## config.mk

```make
export PLATFORM = sky130hd
export DESIGN_NAME = uart_rx_pkt_ctrl
export DESIGN_NICKNAME = d
export VERILOG_FILES = /design/src/rtl/phy_types_pkg.sv /design/src/rtl/socetlib_counter.sv /design/src/rtl/uart_rx_pkt_ctrl.sv
export SDC_FILE = /design/constraint.sdc
export NUM_CORES = 1
export LEC_CHECK = 0
export CORE_ASPECT_RATIO = 0.5
export CORE_MARGIN = 2
export CORE_UTILIZATION = 45
export CTS_CLUSTER_SIZE = 30
export DETAILED_ROUTE_END_ITERATION = 6
export GPL_TIMING_DRIVEN = 0
export PLACE_DENSITY = 0.71
export RECOVER_POWER = 50
export SLEW_MARGIN = 20
export SYNTH_ARGS = -nofsm -noshare
export SYNTH_HDL_FRONTEND = slang
export SYNTH_HIERARCHICAL = 1
export SYNTH_SLANG_ARGS = --single-unit
```

## constraint.sdc

```tcl
create_clock -name CLK -period 6.2 [get_ports CLK]
set_input_delay 1.24 -clock CLK [delete_from_list [all_inputs] [get_ports CLK]]
set_output_delay 1.24 -clock CLK [all_outputs]
set_load 0.02 [all_outputs]
```

## src/rtl/phy_types_pkg.sv

```systemverilog
// Shared PHY types: uart_rx frame classification and packet controller states.
package phy_types_pkg;

    typedef enum logic [1:0] {
        NADA         = 2'd0,
        COMMA_1_FLIT = 2'd1,
        COMMA_2_FLIT = 2'd2,
        COMMA_DATA   = 2'd3
    } comma_sel_t;

    typedef enum logic [1:0] {
        IDLE    = 2'd0,
        COLLECT = 2'd1,
        COMMIT  = 2'd2
    } rx_ctrl_state_t;

    localparam int RX_PKT_MAX_FRAMES = 2;

endpackage

```

## src/rtl/socetlib_counter.sv

```systemverilog
// Up-counter with synchronous clear that wraps after reaching overflow_val.
module socetlib_counter #(
    parameter int NBITS = 4
) (
    input  logic             CLK,
    input  logic             nRST,
    input  logic             clear,
    input  logic             count_enable,
    input  logic [NBITS-1:0] overflow_val,
    output logic             overflow_flag
);

    logic [NBITS-1:0] count_q;
    logic [NBITS-1:0] count_d;

    always_comb begin
        count_d = count_q;
        if (clear) begin
            count_d = '0;
        end else if (count_enable) begin
            count_d = (count_q == overflow_val) ? '0 : count_q + NBITS'(1);
        end
    end

    assign overflow_flag = count_enable & (count_q == overflow_val);

    always_ff @(posedge CLK or negedge nRST) begin
        if (!nRST) begin
            count_q <= '0;
        end else begin
            count_q <= count_d;
        end
    end

endmodule

```

## src/rtl/uart_rx_pkt_ctrl.sv

```systemverilog
// Packet controller behind uart_rx: assembles header+data frames and commits whole packets.
module uart_rx_pkt_ctrl
    import phy_types_pkg::*;
#(
    parameter  int PORTCOUNT = 5,
    parameter  int TIMEOUT   = 64,
    parameter  int CNT_W     = 8,
    localparam int FRAME_W   = 10 * PORTCOUNT
) (
    input  logic                 CLK,
    input  logic                 nRST,
    input  logic                 rx_done,
    input  logic                 rx_err,
    input  comma_sel_t           rx_comma_sel,
    input  logic [FRAME_W-1:0]   rx_data,
    output logic                 pkt_valid,
    input  logic                 pkt_ready,
    output logic [2*FRAME_W-1:0] pkt_data,
    output logic                 pkt_len,
    output logic                 busy,
    input  logic                 clr_stats,
    output logic [CNT_W-1:0]     drop_cnt,
    output logic                 proto_err
);

    localparam int IDX_W = $clog2(RX_PKT_MAX_FRAMES + 1);
    localparam int TMO_W = $clog2(TIMEOUT);
    localparam logic [TMO_W-1:0] TMO_MAX = TMO_W'(TIMEOUT - 1);

    rx_ctrl_state_t       state_q, state_d;
    logic                 done_q;
    logic [IDX_W-1:0]     need_q, need_d, idx_q, idx_d;
    logic [FRAME_W-1:0]   stage0_q, stage0_d, stage1_q, stage1_d;
    logic                 pkt_valid_q, pkt_valid_d;
    logic [2*FRAME_W-1:0] pkt_data_q, pkt_data_d;
    logic                 pkt_len_q, pkt_len_d;
    logic [CNT_W-1:0]     drop_q, drop_d;
    logic                 perr_q, perr_d;
    logic [1:0]           drop_inc;
    logic                 perr_set;
    logic [CNT_W:0]       drop_sum;
    logic                 tmo_clear, tmo_hit;
    logic                 frame_evt, is_hdr, is_data;

    assign frame_evt = rx_done & ~done_q;
    assign is_hdr    = frame_evt & ((rx_comma_sel == COMMA_1_FLIT) | (rx_comma_sel == COMMA_2_FLIT));
    assign is_data   = frame_evt & (rx_comma_sel == COMMA_DATA);

    socetlib_counter #(
        .NBITS(TMO_W)
    ) u_timeout (
        .CLK          (CLK),
        .nRST         (nRST),
        .clear        (tmo_clear),
        .count_enable (state_q == COLLECT),
        .overflow_val (TMO_MAX),
        .overflow_flag(tmo_hit)
    );

    always_comb begin
        state_d     = state_q;
        need_d      = need_q;
        idx_d       = idx_q;
        stage0_d    = stage0_q;
        stage1_d    = stage1_q;
        pkt_valid_d = pkt_valid_q & ~pkt_ready;
        pkt_data_d  = pkt_data_q;
        pkt_len_d   = pkt_len_q;
        drop_inc    = 2'd0;
        perr_set    = 1'b0;
        tmo_clear   = 1'b1;

        case (state_q)
            IDLE, COMMIT: begin
                if (state_q == COMMIT) begin
                    // The slot is free if empty or being drained on this very edge.
                    if (!pkt_valid_q || pkt_ready) begin
                        pkt_valid_d = 1'b1;
                        pkt_len_d   = (need_q == IDX_W'(2));
                        pkt_data_d  = (need_q == IDX_W'(2)) ? {stage1_q, stage0_q}
                                                             : {{FRAME_W{1'b0}}, stage0_q};
                    end else begin
                        drop_inc = drop_inc + 2'd1;
                    end
                    state_d = IDLE;
                end
                if (is_hdr) begin
                    state_d = COLLECT;
                    need_d  = (rx_comma_sel == COMMA_2_FLIT) ? IDX_W'(2) : IDX_W'(1);
                    idx_d   = '0;
                end else if (is_data) begin
                    perr_set = 1'b1;
                    drop_inc = drop_inc + 2'd1;
                end
            end
            COLLECT: begin
                tmo_clear = 1'b0;
                if (rx_err) begin
                    perr_set = 1'b1;
                    drop_inc = 2'd1;
                    idx_d    = '0;
                    state_d  = IDLE;
                end else if (is_hdr) begin
                    drop_inc  = 2'd1;
                    need_d    = (rx_comma_sel == COMMA_2_FLIT) ? IDX_W'(2) : IDX_W'(1);
                    idx_d     = '0;
                    tmo_clear = 1'b1;
                end else if (is_data) begin
                    if (idx_q == '0) begin
                        stage0_d = rx_data;
                    end else begin
                        stage1_d = rx_data;
                    end
                    idx_d     = idx_q + IDX_W'(1);
                    tmo_clear = 1'b1;
                    if (idx_q + IDX_W'(1) == need_q) begin
                        state_d = COMMIT;
                    end
                end else if (tmo_hit) begin
                    drop_inc = 2'd1;
                    idx_d    = '0;
                    state_d  = IDLE;
                end
            end
            default: state_d = IDLE;
        endcase

        drop_sum = {1'b0, drop_q} + (CNT_W + 1)'(drop_inc);
        drop_d   = drop_sum[CNT_W] ? {CNT_W{1'b1}} : drop_sum[CNT_W-1:0];
        perr_d   = perr_q | perr_set;
        if (clr_stats) begin
            drop_d = '0;
            perr_d = 1'b0;
        end
    end

    always_ff @(posedge CLK or negedge nRST) begin
        if (!nRST) begin
            state_q     <= IDLE;
            done_q      <= 1'b0;
            need_q      <= '0;
            idx_q       <= '0;
            stage0_q    <= '0;
            stage1_q    <= '0;
            pkt_valid_q <= 1'b0;
            pkt_data_q  <= '0;
            pkt_len_q   <= 1'b0;
            drop_q      <= '0;
            perr_q      <= 1'b0;
        end else begin
            state_q     <= state_d;
            done_q      <= rx_done;
            need_q      <= need_d;
            idx_q       <= idx_d;
            stage0_q    <= stage0_d;
            stage1_q    <= stage1_d;
            pkt_valid_q <= pkt_valid_d;
            pkt_data_q  <= pkt_data_d;
            pkt_len_q   <= pkt_len_d;
            drop_q      <= drop_d;
            perr_q      <= perr_d;
        end
    end

    assign pkt_valid = pkt_valid_q;
    assign pkt_data  = pkt_data_q;
    assign pkt_len   = pkt_len_q;
    assign busy      = (state_q != IDLE);
    assign drop_cnt  = drop_q;
    assign proto_err = perr_q;

endmodule
```

==> impl_summary.md <==
Status
The flow ran to the end, but the final reports show violations. The checks that failed: capacitance limit, slew limit.

STA
The tightest hold margin is 0.481 ns. Headroom to the max-slew limit came out at -127%. The minimum clock period is 4.23 ns.

The hold violation count in the final report was 0. The setup slack after layout is 1.97 ns. The maximum clock skew at final layout is 0.00731 ns.

The portion of the clock cycle consumed by the worst path in the final layout is about two thirds. In the final timing run, aggregate negative setup slack is 0 ns. Derived from the worst setup path, the maximum achievable clock frequency is 0.236 GHz. For the pin with the worst max-slew slack, the measured transition is 3.41 ns. The final setup violation count is 0.

Setup repair after global routing left no endpoint under its margin. The number of max-slew violations in the final report is 65.

Worst setup path
The top fanout value on the critical path is 7. Among all stages on the critical path, the largest delay is contributed by sky130_fd_sc_hd__dlygate4sd3_1. Traced cell by cell, the critical path runs through dlygate4sd3_1, ha_1, nand3b_1, clkinv_1, ha_1, mux2i_1, o22ai_1, ha_1, inv_1, fa_1, and4b_1, nand4_1, a31oi_1.

The largest single stage delay on the critical path is roughly 0.55 ns. By instance count, the cell type seen most on the critical path is sky130_fd_sc_hd__ha_1. STA puts the critical path data required time at between 6 and 7 ns. STA classifies the critical path startpoint as a primary input. The path type of the worst setup path is primary input to flip-flop. The element type at the critical path end is a flip-flop. STA puts the critical path data arrival time at 4.64 ns.

The number of cells on the worst reg-to-reg path is 11.

Die
The height of the chip is 103 um. Pin placement for this block handled 170 I/O pins. The floorplan step defined a die boundary enclosing slightly above 0.02 mm^2. The core box area is 0.0193 mm^2. Measured along the x axis, the die boundary spans 202 um.

The effective utilization at floorplan is 45.6%. The site row count is 36.

Placed design
The port buffer count is ~170. The placed instance area is around 0.011 mm^2. At the end of routability-driven placement, the weighted congestion stood at 0.742. The worst setup slack before clock tree synthesis is 1.58 ns.

The placed wire-length estimate is 12800 um.

Pwr
The net switching share of the total power is 22.1%. The register share of total power is between 50% and 60%. The total power per unit cell area is 267 mW/mm^2.

The clock network burns 42.5% of the power. The analysis attributes to cell leakage a power of between 5 and 6 nW. The portion of total power attributed to combinational logic is 7.1%. For this design the total switching power over the nets is slightly below 0.0007 W. The design internal power is approximately 0.0024 W.

VDD sags by at most 178 uV.

Clocking
The clock insertion delay at the later pin of the skew report is slightly below 0.5 ns. The post-CTS setup-driven buffer insertion count is 0. The H-tree depth reported by CTS is 1. The clock tree from TritonCTS is yes. The clock tree root driver cell is sky130_fd_sc_hd__clkbuf_16. The quantity of gates resized following cts is 0. After clock tree synthesis, the clock-pin slew on the worst setup and hold paths is 0.07 ns.

The clock buffer count from CTS is 21. The clock passes through at most 3 buffers. Counting every sink on the clock net gives 224.

The number of buffers added to fix hold violations after cts is 0.

GRT
Global routing used approximately 18% of the available tracks across all layers. The via count of the first global-routing pass is 5585. The first global-routing pass estimated roughly 30000 um of wire. The number of antenna violations at the first check in global routing is 0. After global routing the overflow that remains totals 0. Entering global routing, the biggest net connects 88 pins.

Detailed routing
The number of DRC markers in iteration 0 is 192. After detailed routing, the average wire length per cell comes to 17.4 um. The remaining routing DRC violations is 0. The remaining antenna violation count is 0. The first detailed-routing pass took 4 iterations.

The detailed-route vias per instance is 5.10. The total wirelength of the detailed-routed design is 18400 um. Detailed routing inserted a total of ~5400 vias.

Synth
The sequential fraction of the synthesis area is about 64%. Counting distinct cell types in the post-synthesis netlist gives 53. The number of flops mapped to enable cells by yosys is 0.

The Yosys warning count is 6. The main flop type after synthesis is sky130_fd_sc_hd__dfrtp_1. A synthesized cell averages 15.2 um^2. In the synthesized netlist, the number of instances is between 500 and 600. The proportion of synthesized flip-flops having asynchronous set or reset is between 90% and 100%.

The mapped netlist covers 0.00881 mm^2. After synthesis the netlist holds a flip-flop and latch count of 224.

Worst hold path
The path class of the tightest hold or removal check is flip-flop to flip-flop. Along the worst hold path, the cell count comes to 1.

Layout
The final net count is 843. The library cell used most frequently in the layout, excluding fill and tap cells, is sky130_fd_sc_hd__dfrtp_1. From synthesis to final layout, the design area changed by 31.4%.

The number of inserted diodes is 0. The final non-filler cell area is 0.0116 mm^2. The share of post-route cells with drive strength above 1 is 26.3%. Fill cells in the final layout number 1503. The top cell types in the final layout, fill and taps aside, are 224 x sky130_fd_sc_hd__dfrtp_1, 164 x sky130_fd_sc_hd__clkdlybuf4s50_1, 148 x sky130_fd_sc_hd__mux2_2. Summing all flip-flop and latch instances after layout gives 0.00561 mm^2. The total area of multi-input combinational cells is 0.00297 mm^2. Cells fill 59.9% of the core in the end.

Run
The number of violations of the max-capacitance limit is 1.
## per-layer routing
layer	wire [um]	part of all wire [%]	vias up	global-route usage, %
met2	9060	49	94	30.6
met4	441	2.4	0	4.86
met1	8150	44	2767	24.1
met5	0	0	-	0
li1	-	-	2501	-
met3	725	3.9	31	3.60
## final cells by class
| class | count | area share [%] |
|---|---|---|
| clock inverter | 11 | 1.24 |
| sequential | 224 | 48.4 |
| buffer | 32 | 1.59 |
| multi-input combinational | 314 | 25.6 |
| clock buffer | 27 | 4.82 |
| timing repair buffer | 170 | 14.9 |
| inverter | 14 | 0.454 |
| tap | 266 | 2.88 |
## state kept, by name (all words and copies together), names as in the netlist
| register | flops |
|---|---|
| done_q | 1 |
| drop_cnt | 8 |
| idx_q | 2 |
| need_q | 2 |
| pkt_data | 100 |
| pkt_len | 1 |
| pkt_valid | 1 |
| proto_err | 1 |
| stage0_q | 50 |
| stage1_q | 50 |
| state_q | 2 |
| u_timeout/count_q | 6 |
## final timing paths
check	from	slack, ns	to
worst max register to register	done_q$_DFF_PN0_	3.10	drop_cnt[5]$_DFF_PN0_
min in group asynchronous	nRST	1.90	pkt_data[12]$_DFFE_PN0P_
max in group asynchronous	nRST	2.36	pkt_data[1]$_DFFE_PN0P_
worst max-delay path	rx_comma_sel[0]	1.97	drop_cnt[5]$_DFF_PN0_
worst min-delay path	stage0_q[8]$_DFFE_PN0P_	0.48	stage0_q[8]$_DFFE_PN0P_
worst min register to register	stage0_q[8]$_DFFE_PN0P_	0.48	stage0_q[8]$_DFFE_PN0P_
## power by group through the flow
stage	registers, W	logic (W)	clock network (W)
2_1_floorplan	0.00158	0.000116	0
3_3_place_gp	0.00159	0.000213	0
3_5_place_dp	0.00159	0.000225	0
4_1_cts	0.00156	0.000226	0.00135
5_1_grt	0.00157	0.000247	0.00141
6_report	0.00156	0.000220	0.00131
## synth_stat cells (all sizes together), types with 5 or more instances
library cell  number  area share, %
o21ai              5           0.28
inv               13           0.55
a21oi              9           0.55
nand2b             5           0.36
mux2             151             19
a211oi             7           0.65
dfrtp            224             64
xor2               7           0.70
nor2               7           0.33
a22o              50            5.0
buf               24            1.9
xnor2              6           0.60
nand3              5           0.28
ha                 7           0.99
clkbuf             8           0.34
nand2              6           0.26
## critical path: cells and delay by family
family / cells / cell delay (ns)
fa+ha+maj: 4 / 1.17
mux: 1 / 0.06
buf+inv: 3 / 0.89
simple gates: 3 / 0.90
compound gates: 2 / 0.38
## through the flow
stage,instances,power (W)
CTS,1058,0.00314
finish,1058,0.00309
global route,1058,0.00323
detailed placement,1020,0.00181
floorplan,584,0.00170
global placement,1018,0.00180
## logic make-up after synthesis
| group | after synthesis | synth area share [%] |
|---|---|---|
| AOI/OAI and AO/OA | 84 | 7.60 |
| buffers and inverters | 46 | 2.81 |
| muxes | 153 | 19.5 |
| and+or+nand+nor | 50 | 3.88 |
| adders and majority gates | 8 | 1.22 |
| other | 1 | 0.0426 |
| DFF | 224 | 63.6 |
| xor gates and xnor gates | 13 | 1.29 |
(Power assumes the default switching activity.)
